$ cat config.mk
export PLATFORM = sky130hd
export DESIGN_NAME = onehot_encoder_8to3
export DESIGN_NICKNAME = d
export VERILOG_FILES = /design/src/rtl/onehot_encoder_8to3.sv
export SDC_FILE = /design/constraint.sdc
export NUM_CORES = 1
export LEC_CHECK = 0
export CAP_MARGIN = 25
export CORE_AREA = 2 2 53 74
export DETAILED_ROUTE_END_ITERATION = 6
export DIE_AREA = 0 0 55 76
export PLACE_DENSITY = 0.77
export REMOVE_ABC_BUFFERS = 1
export SYNTH_ARGS = -nofsm -noshare
export SYNTH_HDL_FRONTEND = slang
export SYNTH_SLANG_ARGS = --single-unit
$ cat constraint.sdc
create_clock -name clk -period 4.23 [get_ports clk]
set_input_delay 0.423 -clock clk [delete_from_list [all_inputs] [get_ports clk]]
set_output_delay 0.423 -clock clk [all_outputs]
set_load 0.02 [all_outputs]
$ cat src/rtl/onehot_encoder_8to3.sv
// Registered 8-to-3 one-hot encoder with zero/multi-hot flags and a saturating error counter.
// Latency: 1 cycle from input acceptance to out_valid when the output queue is empty.
// Backpressure: a 2-entry output queue; in_ready drops only when both entries are occupied.
module onehot_encoder_8to3 #(
    parameter int ERR_CNT_W     = 8,
    parameter bit PRIORITY_HIGH = 1'b1
) (
    input  logic                 clk,
    input  logic                 rst,
    input  logic                 in_valid,
    output logic                 in_ready,
    input  logic [7:0]           in_onehot,
    output logic                 out_valid,
    input  logic                 out_ready,
    output logic [2:0]           out_code,
    output logic                 out_zero,
    output logic                 out_multi,
    input  logic                 err_clr,
    output logic [ERR_CNT_W-1:0] err_count
);

    // One queued result: the encoded index plus the two error flags.
    typedef struct packed {
        logic [2:0] code;
        logic       zero;
        logic       multi;
    } res_t;

    localparam logic [ERR_CNT_W-1:0] ERR_MAX = '1;

    res_t       enc;
    res_t       head_q;
    res_t       tail_q;
    logic [1:0] count_q;
    logic [2:0] hi_idx;
    logic [2:0] lo_idx;
    logic [3:0] n_set;
    logic       push;
    logic       pop;
    logic       enc_err;

    // Handshake qualifiers. in_ready is forced low during reset so no beat is taken
    // on an edge that is about to clear the queue.
    assign in_ready  = !rst && (count_q != 2'd2);
    assign out_valid = (count_q != 2'd0);
    assign push      = in_valid && in_ready;
    assign pop       = out_valid && out_ready;
    assign enc_err   = enc.zero || enc.multi;

    // The head entry drives the outputs directly, so outputs are purely registered.
    assign out_code  = head_q.code;
    assign out_zero  = head_q.zero;
    assign out_multi = head_q.multi;

    // Encode the input word: population count plus highest and lowest set-bit positions.
    always_comb begin
        hi_idx = 3'd0;
        lo_idx = 3'd0;
        n_set  = 4'd0;
        enc    = '0;
        for (int i = 0; i < 8; i++) begin
            if (in_onehot[i]) begin
                hi_idx = 3'(i);
                n_set  = n_set + 4'd1;
            end
        end
        for (int i = 7; i >= 0; i--) begin
            if (in_onehot[i]) begin
                lo_idx = 3'(i);
            end
        end
        enc.zero  = (n_set == 4'd0);
        enc.multi = (n_set > 4'd1);
        enc.code  = PRIORITY_HIGH ? hi_idx : lo_idx;
    end

    // Two-entry FIFO. The head register is only rewritten when it is empty or being
    // consumed, which keeps the outputs stable while the consumer stalls.
    always_ff @(posedge clk) begin
        if (rst) begin
            count_q <= 2'd0;
            head_q  <= '0;
            tail_q  <= '0;
        end else begin
            case (count_q)
                2'd0: begin
                    if (push) begin
                        head_q  <= enc;
                        count_q <= 2'd1;
                    end
                end
                2'd1: begin
                    if (push && pop) begin
                        head_q <= enc;
                    end else if (push) begin
                        tail_q  <= enc;
                        count_q <= 2'd2;
                    end else if (pop) begin
                        count_q <= 2'd0;
                    end
                end
                2'd2: begin
                    if (pop) begin
                        head_q  <= tail_q;
                        count_q <= 2'd1;
                    end
                end
                default: begin
                    count_q <= 2'd0;
                end
            endcase
        end
    end

    // Saturating error counter; a clear in the same cycle as an error beat leaves it at 1.
    always_ff @(posedge clk) begin
        if (rst) begin
            err_count <= '0;
        end else if (err_clr) begin
            err_count <= (push && enc_err) ? ERR_CNT_W'(1) : '0;
        end else if (push && enc_err && (err_count != ERR_MAX)) begin
            err_count <= err_count + ERR_CNT_W'(1);
        end
    end

endmodule

### After elaboration in Yosys (flattened, before gate mapping)

Cells that the tools add are included.

* muxes and demuxes: 28
* equality and inequality tests: 9
* add/subtract/negate cells: 8
* bitwise operators: 1
* reductions and logical operators: 16
* magnitude comparators: 1

Operator list (number)
* adder 4 x 1 -> 4 bit, second input constant: 7
* 2-to-1 mux 4 bit: 7
* 2-to-1 mux 3 bit: 6
* 2-to-1 mux 8 bit: 2
* 2-to-1 mux 5 bit: 3
* case mux 5 bit (3 select lines): 1
* 2-to-1 mux 2 bit: 5
* inequality test 2 bit, second input constant: 5
* adder 8 x 1 -> 8 bit, second input constant: 1
* inequality test 8 bit, second input constant: 1
* AND reduction 4 bit: 2
* logical AND 1 bit: 6
* case mux 2 bit (3 select lines): 1
* > comparator 4 x 1 -> 1 bit, second input constant: 1
* zero test 4 bit: 1
* nonzero test 2 bit: 2
* 2-to-1 mux 1 bit: 3
* inequality test 3 bit, second input constant: 1
* AND reduction 3 bit: 1
* nonzero test 3 bit: 1
* equality test 2 x 1 -> 1 bit, second input constant: 1
* equality test 2 bit, second input constant: 1
* zero test 2 bit: 1
* zero test 1 bit: 1
* other kinds (2): 2

* flip-flop bits (word level): 20
* input port bits: 13
* logic and storage cells: 71

### Logic depth before layout (Yosys ltp)

* depth after elaboration: 21
* gate-level depth with buffers: 22

### Worst setup path before layout

Ideal clock, no wire load.

* path kind: input-to-reg
* from: input in_onehot[0]
* to: register head_q (netlist bit out_zero)
* stages: 20
* library setup time: 87 ps
* path buffers: 0
* slack: -298 ps
* arrival: 4442 ps
* cells stage by stage: inv_1 > ha_1 > xor2_1 > ha_1 > nand2_1 > o31ai_1 > ha_1 > mux2_2 > ha_1 > inv_1 > a21boi_0 > ha_1 > a22oi_1 > inv_1 > ha_1 > nand2b_1 > or4b_1 > and4bb_1 > a21oi_1 > a221oi_2

* longest elaborated chain between the ends: 18

RTL lines
* from (decl): line 12 `input logic [7:0] in_onehot,`
* 2-to-1 mux 1 bit *: line 62 `if (in_onehot[i]) begin`
* adder 4 x 1 -> 4 bit: line 64 `n_set = n_set + 4'd1;`
* 2-to-1 mux 4 bit *: line 62
* adder 4 x 1 -> 4 bit: line 64
* 2-to-1 mux 4 bit *: line 62
* adder 4 x 1 -> 4 bit: line 64
* 2-to-1 mux 4 bit *: line 62
* adder 4 x 1 -> 4 bit: line 64
* [2 not listed]
* 2-to-1 mux 4 bit *: line 62
* adder 4 x 1 -> 4 bit: line 64
* 2-to-1 mux 4 bit *: line 62
* adder 4 x 1 -> 4 bit: line 64
* 2-to-1 mux 4 bit *: line 62
* zero test 4 bit *: line 72 `enc.zero = (n_set == 4'd0);`
* 2-to-1 mux 5 bit (on tied branches): line 93, 87
* case mux 5 bit (3 select lines) *: line 85 `case (count_q)`
* to (signal assigned): line 88 `head_q <= enc;`
* to (signal assigned): line 94 `head_q <= enc;`
* to (signal assigned): line 104 `head_q <= tail_q;`
* to (decl): line 32 `res_t head_q;`

Every way passes the cells marked *; elsewhere a longest branch is shown, timed or not. The select of a mux whose other input is x is not followed.
A chain may end at the register's enable or synchronous reset.

### Worst setup path in the final report

* from: input in_onehot[1]
* to: register head_q (netlist bit out_zero)

* longest elaborated chain between the ends: 16

RTL lines (line)
* 2-to-1 mux 4 bit *: 62
* adder 4 x 1 -> 4 bit: 64
* 2-to-1 mux 4 bit *: 62
* adder 4 x 1 -> 4 bit: 64
* 2-to-1 mux 4 bit *: 62
* adder 4 x 1 -> 4 bit: 64
* 2-to-1 mux 4 bit *: 62
* adder 4 x 1 -> 4 bit: 64
* 2-to-1 mux 4 bit *: 62
* adder 4 x 1 -> 4 bit: 64
* 2-to-1 mux 4 bit *: 62
* adder 4 x 1 -> 4 bit: 64
* 2-to-1 mux 4 bit *: 62
* zero test 4 bit *: 72
* 2-to-1 mux 5 bit (on tied branches): 93, 87
* case mux 5 bit (3 select lines) *: 85

Marks and branches as above.

==> key figures <==
Synth
  • Post-synth EDFFs: 0
  • Synth top area cells: dfxtp_1 (25%), ha_1 (6.1%), a21oi_1 (5.2%)
  • Sequential share of the synthesized area: 24.6%
  • Cell taking the most area after synthesis: dfxtp_1
  • Share of the synthesized area in the top cell type: 24.6%
  • Gate Count Post-Synth: a little over 200
  • Ys flop type: dfxtp_1
  • Area of the mapped netlist: between 1500 and 2000 um2
  • Synthesized flop and latch total: 20
  • Ys Warns: 0
  • Unique masters post-synth: 55
  • Post-synth ARST share: 0%
  • Syn_area_per_cell: 7.90 um2

Placement
  • Port buffer count: 27
  • Post-DP HPWL: approximately 2.8 mm
  • Placer congestion estimate: about 0.82

Setup path
  • Worst path arrival time: about 4.3 ns
  • Setup crit start kind: primary input
  • Slowest cell on the critical path: or4b_4
  • Worst Path Required: between 4 and 5 ns
  • Delay of the slowest cell on the worst path: between 0.5 and 0.6 ns
  • Setup crit end kind: flop
  • Class of the most critical setup path: primary input to flop
  • Crit Path Max Fanout: 2
  • CP cell instances: buf_6 -> buf_6 -> ha_4 -> nor2_4 -> nor2_2 -> ha_1 -> nand2_2 -> o31ai_4 -> ha_1 -> mux2_4 -> ha_4 -> inv_2 -> a21boi_2 -> ha_1 -> a22oi_2 -> inv_2 -> ha_4 -> nand2b_4 -> or4b_4 -> and4bb_1 -> a21oi_2 -> a221oi_2

STA
  • Final Skew: 0.00380 ns
  • Period utilisation layout: between 90 and 100%
  • Min Tclk post-route: 4.17 ns
  • Fin Setup TNS: 0 ns
  • Achievable frequency: between 0.2 and 0.25 GHz
  • Setup-failing EPs final: 0
  • Final hold viol count: 0
  • Slew at the pin closest to its max-slew limit: approximately 0.93 ns
  • RSZ-0062 raised after global routing: true
  • Slew Viols, Final: 0
  • Worst slew margin: approximately 37%

Drt
  • Vias: around 1.6k
  • Avg WL per Cell: 13.2 um
  • DRC viols: 0
  • TritonRoute pass-1 iters: 5
  • Antenna viol nets, final: 0
  • WL final: around 3.9 mm
  • Drt first-iter violations: 34
  • DR vias/cell: between 5 and 6

Finish
  • # diodes: 0
  • Fillcell total: approximately 320
  • Final core utilization: a little under two thirds
  • NumNets Final: between 200 and 300
  • Register area: roughly 400 um2
  • Layout cells sized above 1: a little under a quarter
  • Synthesis-to-layout area growth: 40.4%
  • Multi-input logic area: around 1300 um2

GRT
  • Antenna violations before repair: 0
  • Gr ovfl total: 0
  • Largest net degree at the start of global routing: 19
  • First-pass GRT wire length: around 6.2 mm
  • Vias in the first global route: about 1.5k
  • GRT Util Overall: approximately a fifth

CTS
  • CTS tree: done
  • H-tree levels: 1
  • # clock sinks: 20
  • Clk slew on worst S/H paths: 0.08 ns
  • Worst-Skew Late Latency: between 0.2 and 0.3 ns
  • Num CTS Buffers: 3
  • Post-CTS Hold Buffers: 0
  • CTS root buf: clkbuf_8
  • CTS Buffer Depth: 2

Floorplanning
  • Std-Cell Rows: 26
  • Die X-Extent: 55 um
  • Initial core utilization: a little under half
  • Ports: 28
  • Core footprint: approximately 3600 um2
  • Die Y: roughly 76 um
  • Die ar.: between 4000 and 5000 um2

Job
  • Maxcap violations: 0

Power
  • Leakage: a little over 0.9 nW
  • VDD IR max: about 0.25 mV
  • PD cells: between 300 and 400 nW/um2

Worst hold path
  • Worst hold path class: flop to flop

Run status
  • Status: completed
## cells in the mapped netlist (all sizes together), types with 5 or more instances
library cell and n:
o21ai 7, nand2 16, and3 6, nand3 9, xnor2 7, inv 13, nor2 19, nor3 5
buf 5, a211oi 7, a21oi 17, dfxtp 20, ha 8
## power breakdown
| group | total [mW] | internal [mW] | switching, mW | leakage, nW |
|---|---|---|---|---|
| Combinational | 0.452 | 0.235 | 0.216 | 0.716 |
| Sequential | 0.207 | 0.198 | 0.00891 | 0.163 |
| Clock | 0.147 | 0.0829 | 0.0646 | 0.0288 |
## cell usage in the layout, fill, tap and decap left out, types with 5 or more instances in the layout
cell | synthesis | routed
buf_4 | 0 | 21
a21oi_1 | 17 | 16
and3_1 | 6 | 6
nor2_1 | 19 | 17
clkdlybuf4s50_1 | 0 | 23
dfxtp_1 | 20 | 20
nor3_1 | 5 | 5
a211oi_1 | 7 | 7
nand2_1 | 16 | 15
inv_1 | 13 | 9
nand3_1 | 9 | 9
## metal layers
layer	track usage, %	routed length (um)	up-vias
li1	-	-	849
met1	23.2	1660	759
met2	33.0	2060	34
met3	1.18	89	6
met4	6.83	68	0
met5	0	0	-
## critical path, delay by kind of cell
family                     cells  cell delay [ns]
muxes                          1             0.29
AOI/OAI and AO/OA              5             0.65
and+or+nand+nor                6             1.18
buffers and inverters          4             0.31
adders and majority gates      6             1.48
## metrics by stage
stage	area (um2)	hold WS, ns	setup WS (ns)	std cells	power [mW]
after floorplan	1580	0.473	-0.293	197	0.444
after global placement	2070	0.447	-0.744	287	0.568
after detailed placement	2070	0.450	-0.856	287	0.575
after CTS	2210	0.462	0.000659	292	0.756
after global routing	2280	0.478	-0.0640	294	0.864
final	2280	0.461	0.0624	294	0.806
## state kept, by name, summed over array words and instances, names as in the netlist
name,flops
out_multi,1
tail_q,5
err_count,8
out_code,3
out_zero,1
count_q,2
## repair_timing
action	4_1_cts	5_1_grt
cloned	0	0
gates resized for setup	29	12
pin swaps	14	15
setup endpoints to repair	12	6
buffers inserted	1	2
## path summary, 6_finish.rpt
path                startpoint           end  slack, ns  depth (start not counted)
setup / recovery  in_onehot[1]      out_zero       0.06                         22
hold / removal     out_code[2]   out_code[2]       0.46                          2
setup reg to reg    count_q[1]  err_count[7]       2.28                          5
hold reg to reg    out_code[2]   out_code[2]       0.46                          2
## final cells by class
| type | count | area share [%] |
|---|---|---|
| well taps | 42 | 2.30 |
| repair buffers | 51 | 20.7 |
| flip-flops and latches | 20 | 17.5 |
| clock buffers | 4 | 2.41 |
| inverters | 13 | 2.14 |
| multi-input cells | 164 | 54.9 |
## logic make-up (layout without fill, tap and decap cells)
family                   count (synthesis)  count (layout)  synth area share [%]
AO/OA/AOI/OAI                           58              58                  25.3
XOR/XNOR                                13              13                  9.76
AND/OR/NAND/NOR                         82              82                  26.4
flip-flops                              20              20                  24.6
adder cells (fa/ha/maj)                  8               8                  6.15
multiplexers                             3               3                  1.92
buffers and inverters                   22              68                  5.84
No activity file was read; power rests on OpenSTA's default activity.
